[src/rtl/freq_collect8.sv]
// Per-frame symbol frequency collector feeding the 8-way Huffman sort network.
// Define FREQ_SAT_EN to make the per-symbol counters saturate instead of wrapping.
module freq_collect8 #(
    parameter int DSIZE  = 18,
    parameter int OFFSET = 8
) (
    input  logic             clk,
    input  logic             rst,
    input  logic             sym_valid,
    output logic             sym_ready,
    input  logic [2:0]       sym_data,
    input  logic             sym_last,
    output logic [DSIZE-1:0] freq0,
    output logic [DSIZE-1:0] freq1,
    output logic [DSIZE-1:0] freq2,
    output logic [DSIZE-1:0] freq3,
    output logic [DSIZE-1:0] freq4,
    output logic [DSIZE-1:0] freq5,
    output logic [DSIZE-1:0] freq6,
    output logic [DSIZE-1:0] freq7,
    output logic             freq_valid,
    input  logic             freq_ready,
    output logic             ovf
);

    localparam int CW = DSIZE - OFFSET;
    localparam logic [CW-1:0] CMAX = '1;

    localparam logic [1:0] S_IDLE  = 2'd0;
    localparam logic [1:0] S_COUNT = 2'd1;
    localparam logic [1:0] S_HOLD  = 2'd2;

    logic [1:0]       r_state;
    logic [1:0]       w_state_nxt;
    logic [CW-1:0]    r_cnt [8];
    logic             r_ovf;
    logic             r_sym_ready;
    logic             r_freq_valid;

    logic             w_accept;
    logic             w_handshake;
    logic [CW-1:0]    w_cur;
    logic [CW-1:0]    w_inc;
    logic             w_at_max;
    logic [DSIZE-1:0] w_freq [8];

    assign w_accept    = sym_valid & r_sym_ready;
    assign w_handshake = r_freq_valid & freq_ready;
    assign w_cur       = r_cnt[sym_data];
    assign w_at_max    = (w_cur == CMAX);

`ifdef FREQ_SAT_EN
    assign w_inc = w_at_max ? w_cur : w_cur + CW'(1);
`else
    assign w_inc = w_cur + CW'(1);
`endif

    always_comb begin
        w_state_nxt = r_state;
        case (r_state)
            S_IDLE, S_COUNT: begin
                if (w_accept) begin
                    w_state_nxt = sym_last ? S_HOLD : S_COUNT;
                end
            end
            S_HOLD: begin
                if (w_handshake) begin
                    w_state_nxt = S_IDLE;
                end
            end
            default: w_state_nxt = S_IDLE;
        endcase
    end

    // Handshakes are registered off the next state so the sym_ready/freq_valid pair never overlaps.
    always_ff @(posedge clk) begin
        if (rst) begin
            r_state      <= S_IDLE;
            r_sym_ready  <= 1'b1;
            r_freq_valid <= 1'b0;
            r_ovf        <= 1'b0;
            for (int i = 0; i < 8; i++) begin
                r_cnt[i] <= '0;
            end
        end else begin
            r_state      <= w_state_nxt;
            r_sym_ready  <= (w_state_nxt != S_HOLD);
            r_freq_valid <= (w_state_nxt == S_HOLD);
            if (w_handshake) begin
                r_ovf <= 1'b0;
                for (int i = 0; i < 8; i++) begin
                    r_cnt[i] <= '0;
                end
            end else if (w_accept) begin
                r_cnt[sym_data] <= w_inc;
                if (w_at_max) begin
                    r_ovf <= 1'b1;
                end
            end
        end
    end

    for (genvar g = 0; g < 8; g++) begin : g_word
        assign w_freq[g] = {r_cnt[g], OFFSET'(g)};
    end

    assign freq0      = w_freq[0];
    assign freq1      = w_freq[1];
    assign freq2      = w_freq[2];
    assign freq3      = w_freq[3];
    assign freq4      = w_freq[4];
    assign freq5      = w_freq[5];
    assign freq6      = w_freq[6];
    assign freq7      = w_freq[7];
    assign sym_ready  = r_sym_ready;
    assign freq_valid = r_freq_valid;
    assign ovf        = r_ovf;

endmodule

[config.mk]
export PLATFORM = sky130hd
export DESIGN_NAME = freq_collect8
export DESIGN_NICKNAME = d
export VERILOG_FILES = /design/src/rtl/freq_collect8.sv
export SDC_FILE = /design/constraint.sdc
export NUM_CORES = 1
export LEC_CHECK = 0
export CAP_MARGIN = 20
export CORE_MARGIN = 8
export CORE_UTILIZATION = 50
export DETAILED_ROUTE_END_ITERATION = 10
export PLACE_DENSITY = 0.86
export RECOVER_POWER = 25
export SYNTH_ARGS = -nofsm -noshare
export SYNTH_HDL_FRONTEND = slang
export SYNTH_SLANG_ARGS = --single-unit
export TNS_END_PERCENT = 10
[constraint.sdc]
create_clock -name clk -period 4.6 [get_ports clk]
set_input_delay 0.92 -clock clk [delete_from_list [all_inputs] [get_ports clk]]
set_output_delay 0.92 -clock clk [all_outputs]
set_load 0.01 [all_outputs]
==> results.md <==
- Status: finished clean
- Largest family of logic cells by synthesized area: simple AND/OR/NAND/NOR gates
- Max-cap violation count: 0
- Core Area: 9284 um2
- Clock skew: 0.009805 ns
- Tot GR Track Use: 20.23%
- Final setup vio count: 0
- Die W: 114.0 um
- Worst EP required: 4.70 ns
- Flops & latches, synth: 85
- Synthesized-area fraction occupied by adder cells: 0.2606%
- Crit path launch type: input pin
- First-pass detailed-route iteration total: 5
- Row count: 35
- Finished Cell Area: 5814 um2
- Top Ports: 155
- Root Driver: clkbuf_8
- Final nets: 493
- Mux cell area share after synthesis: 7.558%
- Via/cell ratio: 5.435
- Skew-Pair Late Insertion Delay: 0.35 ns
- Critical Path Sink Type: register
- Fmax: 266.3 MHz
- Sequential-to-total area share from yosys stat: 52.12%
- CTS tree: done
- Maximum root-to-sink buffer count: 2
- CTS clock-pin slew for the worst setup and hold paths: 0.09 ns
- Crit Path Class: input pin to register
- Port Buffers: 90
- TNS Setup: 0 ns
- Final Max Slew Viols: 0
- RSZ-0062 raised after global routing: no
- Cell area after placement: 5577 um2
- Antenna fix cells: 0
- Die Ht: 114.0 um
- Remaining global-route overflow: 0
- Pin count of the biggest net entering global routing: 31
- Cells after synthesis: 388
- DRT antenna net count: 0
- Post-CTS sizing: 0
- Top FF cell, synth: edfxtp_1
- Count of cell types in the netlist: 54
- H-Tree Depth: 3
- Static leakage: 2.288 nW
- Synth Area in Simple Gates: 15.38%
- Worst IR drop on VDD: 0.0001569 V
- Worst Tran Pin Value: 0.6611 ns
- Post-synth EDFFs: 80
- Via count: 3,359
- Hold Slack: 0.4743 ns
- Mapped Area: 4801 um2
- Slew HR: 55.75%
- Final period utilization: 81.64%
- First-pass GRT wire length: 19,730 um
- Synth Area in XOR/XNOR: 1.381%
- Minimum clock period: 3.755 ns
- Die area: 12,990 um2
- Ys async rst share: 0%
- Drt total wl: 13,310 um
- Initial Utilization: 51.71%
- Commonest non-fill, non-tap cell in the layout: edfxtp_1
- Clk sinks: 85
- Final hold violation count: 0
- Antenna violations before repair: 0
- Drt drc: 0
- Pwr/cell area: 324.3 nW/um2
- Hold crit path type: register to register
- Share of cells above drive strength 1: 16.56%
- Synth Area per Inst: 12.37 um2
- Vias in the first global route: 3,429
- Critical Path AT: 3.86 ns
- Hold-fix buffers, CTS: 0
- DR WL/cell: 21.53 um
- P&R area growth vs syn: 21.11%
- Critical path fanouts, max: 17
- Synth warn: 0
- Most frequent cells in the layout: edfxtp_1 (80), nor2_1 (64), conb_1 (64)
- Global placer's final weighted congestion: 0.8596
- Detailed Route Iter0 Violations: 237
- Detailed Place HPWL: 9580 um
- Setup Buffers After CTS: 0
- CTS buffer count: 9
- Compound-gate portion of the synthesized area: 9.044%
## synth_stat cells (3+ instances only)
master	count	area [um2]
clkbuf_1	9	33.78
inv_1	4	15.01
nor2b_1	8	50.05
buf_12	3	60.06
mux2i_1	10	100.1
a221o_1	5	50.05
a22o_1	3	26.28
a21oi_1	11	55.05
buf_6	4	45.04
mux4_1	3	78.83
nor3_1	5	25.02
nand3b_1	5	37.54
buf_4	69	518.0
dfxtp_1	5	100.1
and3_1	5	31.28
and2_1	3	18.77
mux4_2	3	67.56
mux2_2	5	56.30
nor2_1	64	240.2
nand2_1	22	82.58
edfxtp_1	80	2402
nor3_2	20	200.2
## final timing paths
kind	start	end	slack [ns]	cells after the start
worst min register to register	r_state[1]	r_state[0]	0.47	1
worst min-delay path	r_state[1]	r_state[0]	0.47	1
worst max register to register	r_cnt[3][0]	r_cnt[4][4]	1.88	7
worst max-delay path	sym_data[0]	r_cnt[7][8]	0.84	8
## critical path: stages
cell and delay (ns):
clkdlybuf4s50_1 0.72, buf_4 0.34, nor2b_1 0.35, and2_1 0.31, a221oi_4 0.15, a2111oi_4 0.44, and3_1 0.54, nor3_2 0.07
## metrics by stage
step	setup slack (ns)	util, %	power, mW	cells
2_1_floorplan	1.394	-	1.176	450
3_3_place_gp	0.5570	60.07	1.274	602
3_5_place_dp	0.4850	60.07	1.283	602
4_1_cts	0.8644	62.63	1.891	618
5_1_grt	0.6809	62.63	1.935	618
6_report	0.8447	62.63	1.886	618
## cell families after synthesis
logic type,Yosys count
and+or+nand+nor,138
buffers and inverters,90
DFF,85
AOI/OAI and AO/OA,42
muxes,25
xor gates and xnor gates,5
other,2
adders and majority gates,1
## cell type report
class,count,area (um2)
fill,706,3470
sequential,85,2502
multi-input combinational,275,1854
timing repair buffer,109,1044
tap,129,161.4
clock buffer,9,123.9
clock inverter,7,113.9
inverter,4,15.01
## sequential cells by signal, indices dropped and copies added (netlist names)
signal	cells
r_cnt	80
freq_valid	1
ovf	1
sym_ready	1
r_state	2
## routing by layer
metal	GRT usage (%)	vias up	share of wire, %
li1	-	1456	-
met1	22.64	1646	35
met2	35.33	229	52
met3	5.335	28	10
met4	9.139	0	2.3
met5	0	-	0
## power breakdown
part / total (mW) / switching (mW) / internal, mW / leakage (nW)
logic: 0.339 / 0.210 / 0.129 / 1.30
registers: 0.921 / 0.0274 / 0.893 / 0.878
clock network: 0.626 / 0.268 / 0.358 / 0.115
(Power assumes the default switching activity.)
